**config.mk**
```make
export PLATFORM = sky130hd
export DESIGN_NAME = zip_stream_arbiter
export DESIGN_NICKNAME = d
export VERILOG_FILES = /design/src/rtl/zip_stream_arbiter.sv
export SDC_FILE = /design/constraint.sdc
export NUM_CORES = 1
export LEC_CHECK = 0
export CAP_MARGIN = 20
export CORE_UTILIZATION = 36
export DETAILED_ROUTE_END_ITERATION = 6
export GPL_TIMING_DRIVEN = 0
export PLACE_DENSITY = 0.89
export SKIP_CTS_REPAIR_TIMING = 1
export SLEW_MARGIN = 15
export SYNTH_ARGS = -nofsm -noshare
export SYNTH_HDL_FRONTEND = slang
export SYNTH_SLANG_ARGS = --single-unit
```
**constraint.sdc**
```tcl
create_clock -name clk -period 2.5 [get_ports clk]
set_input_delay 0.375 -clock clk [delete_from_list [all_inputs] [get_ports clk]]
set_output_delay 0.375 -clock clk [all_outputs]
set_load 0.05 [all_outputs]
```
**src/rtl/zip_stream_arbiter.sv**
```systemverilog
// Packet-granular round-robin arbiter feeding one IQ packer from NUM_CH AXI-Stream sources.
// Holds the grant for a whole packet, tags beats with the channel id and flags malformed packets.
module zip_stream_arbiter #(
  parameter int WIDTH         = 32,
  parameter int NUM_CH        = 4,
  parameter int GROUP         = 4,
  parameter int MAX_PKT_BEATS = 1024
) (
  input  logic                      clk,
  input  logic                      reset,
  input  logic [NUM_CH*WIDTH-1:0]   i_tdata,
  input  logic [NUM_CH-1:0]         i_tlast,
  input  logic [NUM_CH-1:0]         i_tvalid,
  output logic [NUM_CH-1:0]         i_tready,
  output logic [WIDTH-1:0]          o_tdata,
  output logic                      o_tlast,
  output logic                      o_tvalid,
  input  logic                      o_tready,
  output logic [$clog2(NUM_CH)-1:0] o_tuser,
  input  logic [NUM_CH-1:0]         cfg_enable,
  input  logic                      err_clear,
  output logic                      err_misalign,
  output logic                      err_overlen,
  output logic [15:0]               pkt_count
);

  localparam int GW = $clog2(NUM_CH);
  localparam int CW = $clog2(MAX_PKT_BEATS + 1);

  typedef enum logic {IDLE, BUSY} state_t;

  state_t            state;
  logic [GW-1:0]     grant;
  logic [GW-1:0]     rr_ptr;
  logic [GW-1:0]     next_grant;
  logic [GW-1:0]     idx;
  logic              any_req;
  logic [NUM_CH-1:0] req;
  logic [CW-1:0]     beat_cnt;
  logic [CW:0]       cnt_next;
  logic              hs;
  logic [WIDTH-1:0]  lane [NUM_CH];

  always_comb begin
    for (int c = 0; c < NUM_CH; c++) lane[c] = i_tdata[c*WIDTH +: WIDTH];
  end

  // Search starts one past the last served channel, wrapping at NUM_CH.
  always_comb begin
    // NOTE: every combinational output gets a default first so no path can infer a latch.
    req        = i_tvalid & cfg_enable;
    any_req    = 1'b0;
    next_grant = '0;
    idx        = rr_ptr;
    for (int k = 0; k < NUM_CH; k++) begin
      idx = (idx == GW'(NUM_CH - 1)) ? '0 : idx + 1'b1;
      if (!any_req && req[idx]) begin
        any_req    = 1'b1;
        next_grant = idx;
      end
    end
  end

  // Zero-latency pass-through of the granted channel; everything idles to zero otherwise.
  always_comb begin
    o_tdata  = '0;
    o_tlast  = 1'b0;
    o_tvalid = 1'b0;
    o_tuser  = '0;
    i_tready = '0;
    if (state == BUSY) begin
      o_tdata         = lane[grant];
      o_tlast         = i_tlast[grant];
      o_tvalid        = i_tvalid[grant];
      o_tuser         = grant;
      i_tready[grant] = o_tready;
    end
  end

  assign hs       = o_tvalid & o_tready;
  assign cnt_next = {1'b0, beat_cnt} + 1'b1;

  // NOTE: sequential state uses non-blocking assignments so every register samples pre-edge values.
  always_ff @(posedge clk) begin
    if (reset) begin
      state        <= IDLE;
      grant        <= '0;
      rr_ptr       <= GW'(NUM_CH - 1);
      beat_cnt     <= '0;
      pkt_count    <= '0;
      err_misalign <= 1'b0;
      err_overlen  <= 1'b0;
    end else begin
      // Later set assignments override the clear, so a set in the same cycle wins.
      if (err_clear) begin
        err_misalign <= 1'b0;
        err_overlen  <= 1'b0;
      end
      case (state)
        IDLE: begin
          if (any_req) begin
            grant <= next_grant;
            state <= BUSY;
          end
        end
        BUSY: begin
          if (hs) begin
            if (o_tlast) begin
              beat_cnt  <= '0;
              pkt_count <= pkt_count + 1'b1;
              rr_ptr    <= grant;
              state     <= IDLE;
              if ((int'(cnt_next) % GROUP) != 0) err_misalign <= 1'b1;
            end else begin
              if (cnt_next == (CW+1)'(MAX_PKT_BEATS)) err_overlen <= 1'b1;
              if (beat_cnt != CW'(MAX_PKT_BEATS)) beat_cnt <= beat_cnt + 1'b1;
            end
          end
        end
        default: state <= IDLE;
      endcase
    end
  end

endmodule

```
==> results of run 1 <==
worst paths after layout:
path	from	to	slack (ns)	depth (start not counted)
setup / recovery	grant[0]	o_tdata[23]	0.08	6
hold / removal	err_overlen	err_overlen	0.49	2
setup reg to reg	grant[0]	beat_cnt[6]	0.14	7
hold reg to reg	err_overlen	err_overlen	0.49	2
area by class of cell:
cell class | count | area [sq um]
fillers | 634 | 2600
plain buffers | 25 | 148
clock buffers | 5 | 68.8
clock inverters | 3 | 45.0
multi-input cells | 242 | 2060
repair buffers | 200 | 1980
inverters | 4 | 15.0
well taps | 102 | 128
flip-flops and latches | 34 | 681
cells in the mapped netlist, drive strengths merged, types with 5 or more instances:
library cell / number / area share, %
and2: 41 / 8.9
clkbuf: 18 / 2.4
xor2: 15 / 4.6
a21oi: 11 / 2.2
nand2: 28 / 3.7
dfxtp: 34 / 24
nand4: 11 / 2.4
buf: 7 / 1.7
nor3: 5 / 0.87
mux4: 34 / 27
and3: 10 / 2.2
nor2: 28 / 3.7
nand3: 12 / 2.1
critical path: stages (launching register included):
cell     delay (ns)
dfxtp_1        0.34
buf_6          0.12
buf_6          0.18
buf_8          0.18
mux4_2         0.53
and2_1         0.18
buf_2          0.21
metrics by stage:
stage               hold slack, ns  total power (uW)  setup TNS (ns)  cells
finish                       0.486              1930               0    615
global route                 0.512              1990               0    615
CTS                          0.493              1950          -24.13    615
detailed placement           0.474              1430          -13.06    607
global placement             0.458              1420          -10.91    607
floorplan                    0.442              1030               0    305
metal layers:
| metal | share of wire, % | track usage, % | up-vias |
|---|---|---|---|
| met3 | 7.5 | 7.62 | 21 |
| met1 | 39 | 30.4 | 1570 |
| li1 | - | - | 1542 |
| met5 | 0 | 0 | - |
| met4 | 2.2 | 7.28 | 0 |
| met2 | 52 | 47.2 | 151 |
flip-flops by register name, summed over array words and instances (netlist names):
| register | flops |
|---|---|
| pkt_count | 16 |
| beat_cnt | 11 |
| grant | 2 |
| rr_ptr | 2 |
| err_misalign | 1 |
| err_overlen | 1 |
| state | 1 |
logic make-up (layout without fill, tap and decap cells):
kind of cell    Yosys count  after routing  synth area share [%]
compound gates           31             31                  8.05
xor+xnor                 18             18                  5.49
fa+ha+maj                 4              4                  1.74
buf+inv                  29            237                  4.57
flops                    34             34                  23.7
mux                      38             38                  28.1
simple gates            151            151                  28.3
power groups by stage:
| stage | Combinational [uW] | Clock (uW) | Sequential [uW] |
|---|---|---|---|
| finish | 846 | 523 | 558 |
| global route | 889 | 546 | 559 |
| CTS | 867 | 526 | 558 |
| detailed placement | 864 | 0 | 571 |
| global placement | 847 | 0 | 570 |
| floorplan | 457 | 0 | 573 |
==> impl_metrics.ini, run 1 <==
[placement]
place.gp.congestion = 0.959
dpl_worst_slack_ns = -0.501
numPortBuffers = 200
place_area_sq_um = 5000
dp_hpwl_microns = 9330

[die]
start_util_pct = 37.2
die_w_microns = 91.4
rows = 32
ios = 202
dieArea_sq_um = 8340
core-area_sq_um = 7730
fp.dieH_microns = 91.4

[grt]
grt_pass1_wl_microns = 16900
track_usage_pct = 26.3
grt_max_degree = 13
grt_pass1_vias = 3301
antenna_found_initial = 0
grt_overflow = 0

[routing]
num_vias = 3284
post_drt_wl_per_cell_microns = 18.3
drtIter0Drc = 111
routed_wl_microns = 11200
drtAntennaViolNets = 0
viasPerCell = 5.34
drcViolationCount = 0
drt_first_pass_iters = 4

[timing]
period_needed_ns = 2.42
max-slew-margin-rel_pct = 56.2
skew_ns = 0.00770
finalCritPeriodShare_pct = 96.7
fmax_mhz = 414
worst_pin_slew_ns = 0.648
hold_violations = 0
setup_violations = 0
fin_ws_ns = 0.0828
rsz0062_at_grt = false
slew_violations = 0

[worst_setup_path]
critPathCaptureType = primary output
required_ns = 2.12
cp.arrival_ns = 2.04
path_class = reg -> out
start_kind = flip-flop
worstPathMaxFanout = 10

[power]
p_seq_share_pct = 29.0
p_leak_uw = 0.00223
p_per_area_nw_per_um2 = 376
p_switching_uw = 651
ir_drop_mv = 0.234
p_clk_share_pct = 27.1
p_int_uw = 1280
swShare_pct = 33.8
p_comb_share_pct = 43.9

[logic_synthesis]
ys_seq_area_share_pct = 23.7
avgSynthCellArea_sq_um = 9.42
syn_nets = 453
ys_async_sr_fraction_pct = 0
synth_edf_count = 0
ys.flop_type = dfxtp_1
yosysUniqueCellTypes = 44
netlist_area_sq_um = 2870
syn_inst = 305
ys_warn_count = 0
ys_ff_latch = 34

[status]
status = complete, no violations

[clock_network]
cts.sinks = 34
cts_tree = built
clockBufferDepth = 2
cts_buffers = 5
root_buffer = clkbuf_8
clk_latency_ns = 0.30
clkTransAtPathRegs_ns = 0.08
ctsHtreeMaxLevel = 2

[finish]
nNetsFinal = 660
design_area_sq_um = 5130
utilization_pct = 66.3
layout-drive-gt1-share_pct = 15.0
final_cell_mix = clkdlybuf4s50_1 (161), and2_1 (41), mux4_2 (34), dfxtp_1 (34)
area_growth_pct = 78.4
n_antenna_cell = 0
final_common_cell = clkdlybuf4s50_1

[run]
cap_violations = 0

[hold_path]
hold_class = reg -> reg
Note: power is estimated with default switching activity, not from simulation.
==> run 2: changes to the inputs <==
--- a/config.mk
+++ b/config.mk
@@ -6,7 +6,10 @@
 export NUM_CORES = 1
 export LEC_CHECK = 0
 export CAP_MARGIN = 20
-export CORE_UTILIZATION = 36
+export CELL_PAD_IN_SITES_DETAIL_PLACEMENT = 0
+export CELL_PAD_IN_SITES_GLOBAL_PLACEMENT = 1
+export CORE_UTILIZATION = 25
+export CTS_CLUSTER_SIZE = 16
 export DETAILED_ROUTE_END_ITERATION = 6
 export GPL_TIMING_DRIVEN = 0
 export PLACE_DENSITY = 0.89
==> run 2 against run 1 <==
Die area is 43% higher; first-iteration DRC count grew 57%; power rose by 5.4%; clock-buffer cell count rose by 1; worst hold slack worse by 0.014 ns; design area grew 2.7%; clock power rose by 19%; clock skew is 0.0060 ns lower; maximum frequency grew 0.46%; cell count is 6.5% higher; critical path depth down 1; sequential power is essentially flat; highest routed layer unchanged.
==> impl_metrics.ini, run 2 (same netlist as run 1, synthesis figures left out) <==
[routing]
num_vias = 3228
drt_first_pass_iters = 4
routed_wl_microns = 11300
drtAntennaViolNets = 0
drcViolationCount = 0
viasPerCell = 4.93
post_drt_wl_per_cell_microns = 17.3
drtIter0Drc = 174

[die]
dieArea_sq_um = 11900
core-area_sq_um = 11000
fp.dieH_microns = 109
rows = 38
die_w_microns = 109
ios = 202
start_util_pct = 26.1

[worst_setup_path]
worstPathMaxFanout = 10
critPathCaptureType = primary output
cp.arrival_ns = 2.03
start_kind = flip-flop
cpPeakStageDelay_ns = 0.56
crit_chain = buf_6, buf_2, mux4_2, and2_1, dlymetal6s2s_1
path_delay_family = buffers and inverters
crit_path_top_delay_cell = mux4_2
path_class = reg -> out
required_ns = 2.12
critPathBufInv = 3

[timing]
finalCritPeriodShare_pct = 96.2
worst_pin_slew_ns = 0.589
skew_ns = 0.00172
whs_ns = 0.472
fmax_mhz = 416
final.setup.tns_ns = 0
slew_violations = 0
max-slew-margin-rel_pct = 60.7
setup_violations = 0
hold_violations = 0
period_needed_ns = 2.41

[power]
p_seq_share_pct = 27.6
ir_drop_mv = 0.251
swShare_pct = 32.0
p_per_area_nw_per_um2 = 386
p_int_uw = 1380
p_leak_uw = 0.00233
p_switching_uw = 649
total_power_uw = 2030
p_clk_share_pct = 30.7
p_comb_share_pct = 41.7

[finish]
n_antenna_cell = 0
top_register = pkt_count
final_cells = 655
nNetsFinal = 662
largest_register_ffs = 16
reg_top3 = pkt_count: 16 flops, beat_cnt: 11 flops
fillers = 1067
final_common_cell = clkdlybuf4s50_1
area_growth_pct = 83.2
layout-drive-gt1-share_pct = 14.6
final_cell_mix = clkdlybuf4s50_1 (161), and2_1 (41), mux4_2 (34), dfxtp_1 (33)

[grt]
grt_overflow = 0
grt_max_degree = 12
use_met1_pct = 22.7
grt_pass1_wl_microns = 15800
antenna_found_initial = 0
use_met3_pct = 2.93
busiest_layer = met2
grt_pass1_vias = 3047
track_usage_pct = 17.4
grt.met2_usage_pct = 29.3

[clock_network]
ctsHtreeMaxLevel = 2
cts.sinks = 34
clkTransAtPathRegs_ns = 0.05
cts_tree = built
cts_buffers = 5
clk_latency_ns = 0.28
root_buffer = clkbuf_16
clockBufferDepth = 2

[placement]
post-place-cells = 645
dp_hpwl_microns = 9170
numPortBuffers = 200
place.gp.congestion = 0.849

[run]
cap_violations = 0

[status]
status = complete, no violations

[hold_path]
hold_class = reg -> reg
==> run 2: cell types whose count changed in the layout (fill, tap and decap cells not counted), sizes merged <==
cell	change
bufinv	-1
clkbuf	-2
clkinvlp	-1
dlymetal6s2s	+5
clkinv	+1
==> run 2: worst paths after layout <==
kind / startpoint / end / slack [ns] / cells after the start
setup / recovery: grant[0] / o_tdata[30] / 0.09 / 5
hold / removal: beat_cnt[10] / beat_cnt[10] / 0.47 / 2
setup reg to reg: grant[0] / beat_cnt[5] / 0.23 / 7
hold reg to reg: beat_cnt[10] / beat_cnt[10] / 0.47 / 2
==> run 2: per-layer routing <==
metal / up-vias / routed length, microns / share of wire [%]
met5: - / 0 / 0
met1: 1557 / 4650 / 41
met4: 0 / 148 / 1.3
met2: 104 / 5890 / 52
met3: 14 / 614 / 5.4
li1: 1553 / - / -
==> run 2: metrics by stage <==
stage | utilization (%) | area [sq um] | setup slack, ns
after floorplan | - | 2870 | 0.233
after global placement | 45.8 | 5050 | -0.670
after detailed placement | 45.8 | 5050 | -0.728
after CTS | 47.2 | 5200 | -1.05
after global routing | 47.7 | 5270 | -0.0109
final | 47.7 | 5270 | 0.0939
==> run 2: power groups by stage <==
| stage | clock (uW) | sequential, uW | combinational [uW] |
|---|---|---|---|
| global placement | 0 | 572 | 853 |
| finish | 623 | 560 | 847 |
| detailed placement | 0 | 572 | 860 |
| floorplan | 0 | 573 | 457 |
| CTS | 634 | 560 | 865 |
| global route | 671 | 562 | 894 |
==> run 2: area by class of cell <==
type | instances | area, sq um | area share, %
Tap cell | 140 | 175 | 3.33
Multi-Input combinational cell | 242 | 2060 | 39.2
Inverter | 4 | 15.0 | 0.285
Clock buffer | 6 | 139 | 2.64
Buffer | 25 | 148 | 2.80
Sequential cell | 34 | 682 | 13.0
Timing Repair Buffer | 202 | 2030 | 38.6
Clock inverter | 2 | 12.5 | 0.238
==> run 2: worst register-to-register path: stages (launching register included) <==
cell	delay, ns
dfxtp_1	0.32
buf_6	0.13
mux4_2	0.61
or4b_4	0.58
a31oi_4	0.20
buf_4	0.16
and3_1	0.14
a221o_1	0.09
==> run 3: changes to the inputs <==
--- a/config.mk
+++ b/config.mk
@@ -9,7 +9,7 @@
 export CELL_PAD_IN_SITES_DETAIL_PLACEMENT = 0
 export CELL_PAD_IN_SITES_GLOBAL_PLACEMENT = 1
 export CORE_UTILIZATION = 25
-export CTS_CLUSTER_SIZE = 16
+export CTS_CLUSTER_SIZE = 28
 export DETAILED_ROUTE_END_ITERATION = 6
 export GPL_TIMING_DRIVEN = 0
 export PLACE_DENSITY = 0.89
==> results of run 3 <==
No change in the layout: final DEF, timing and power equal those of run 2.
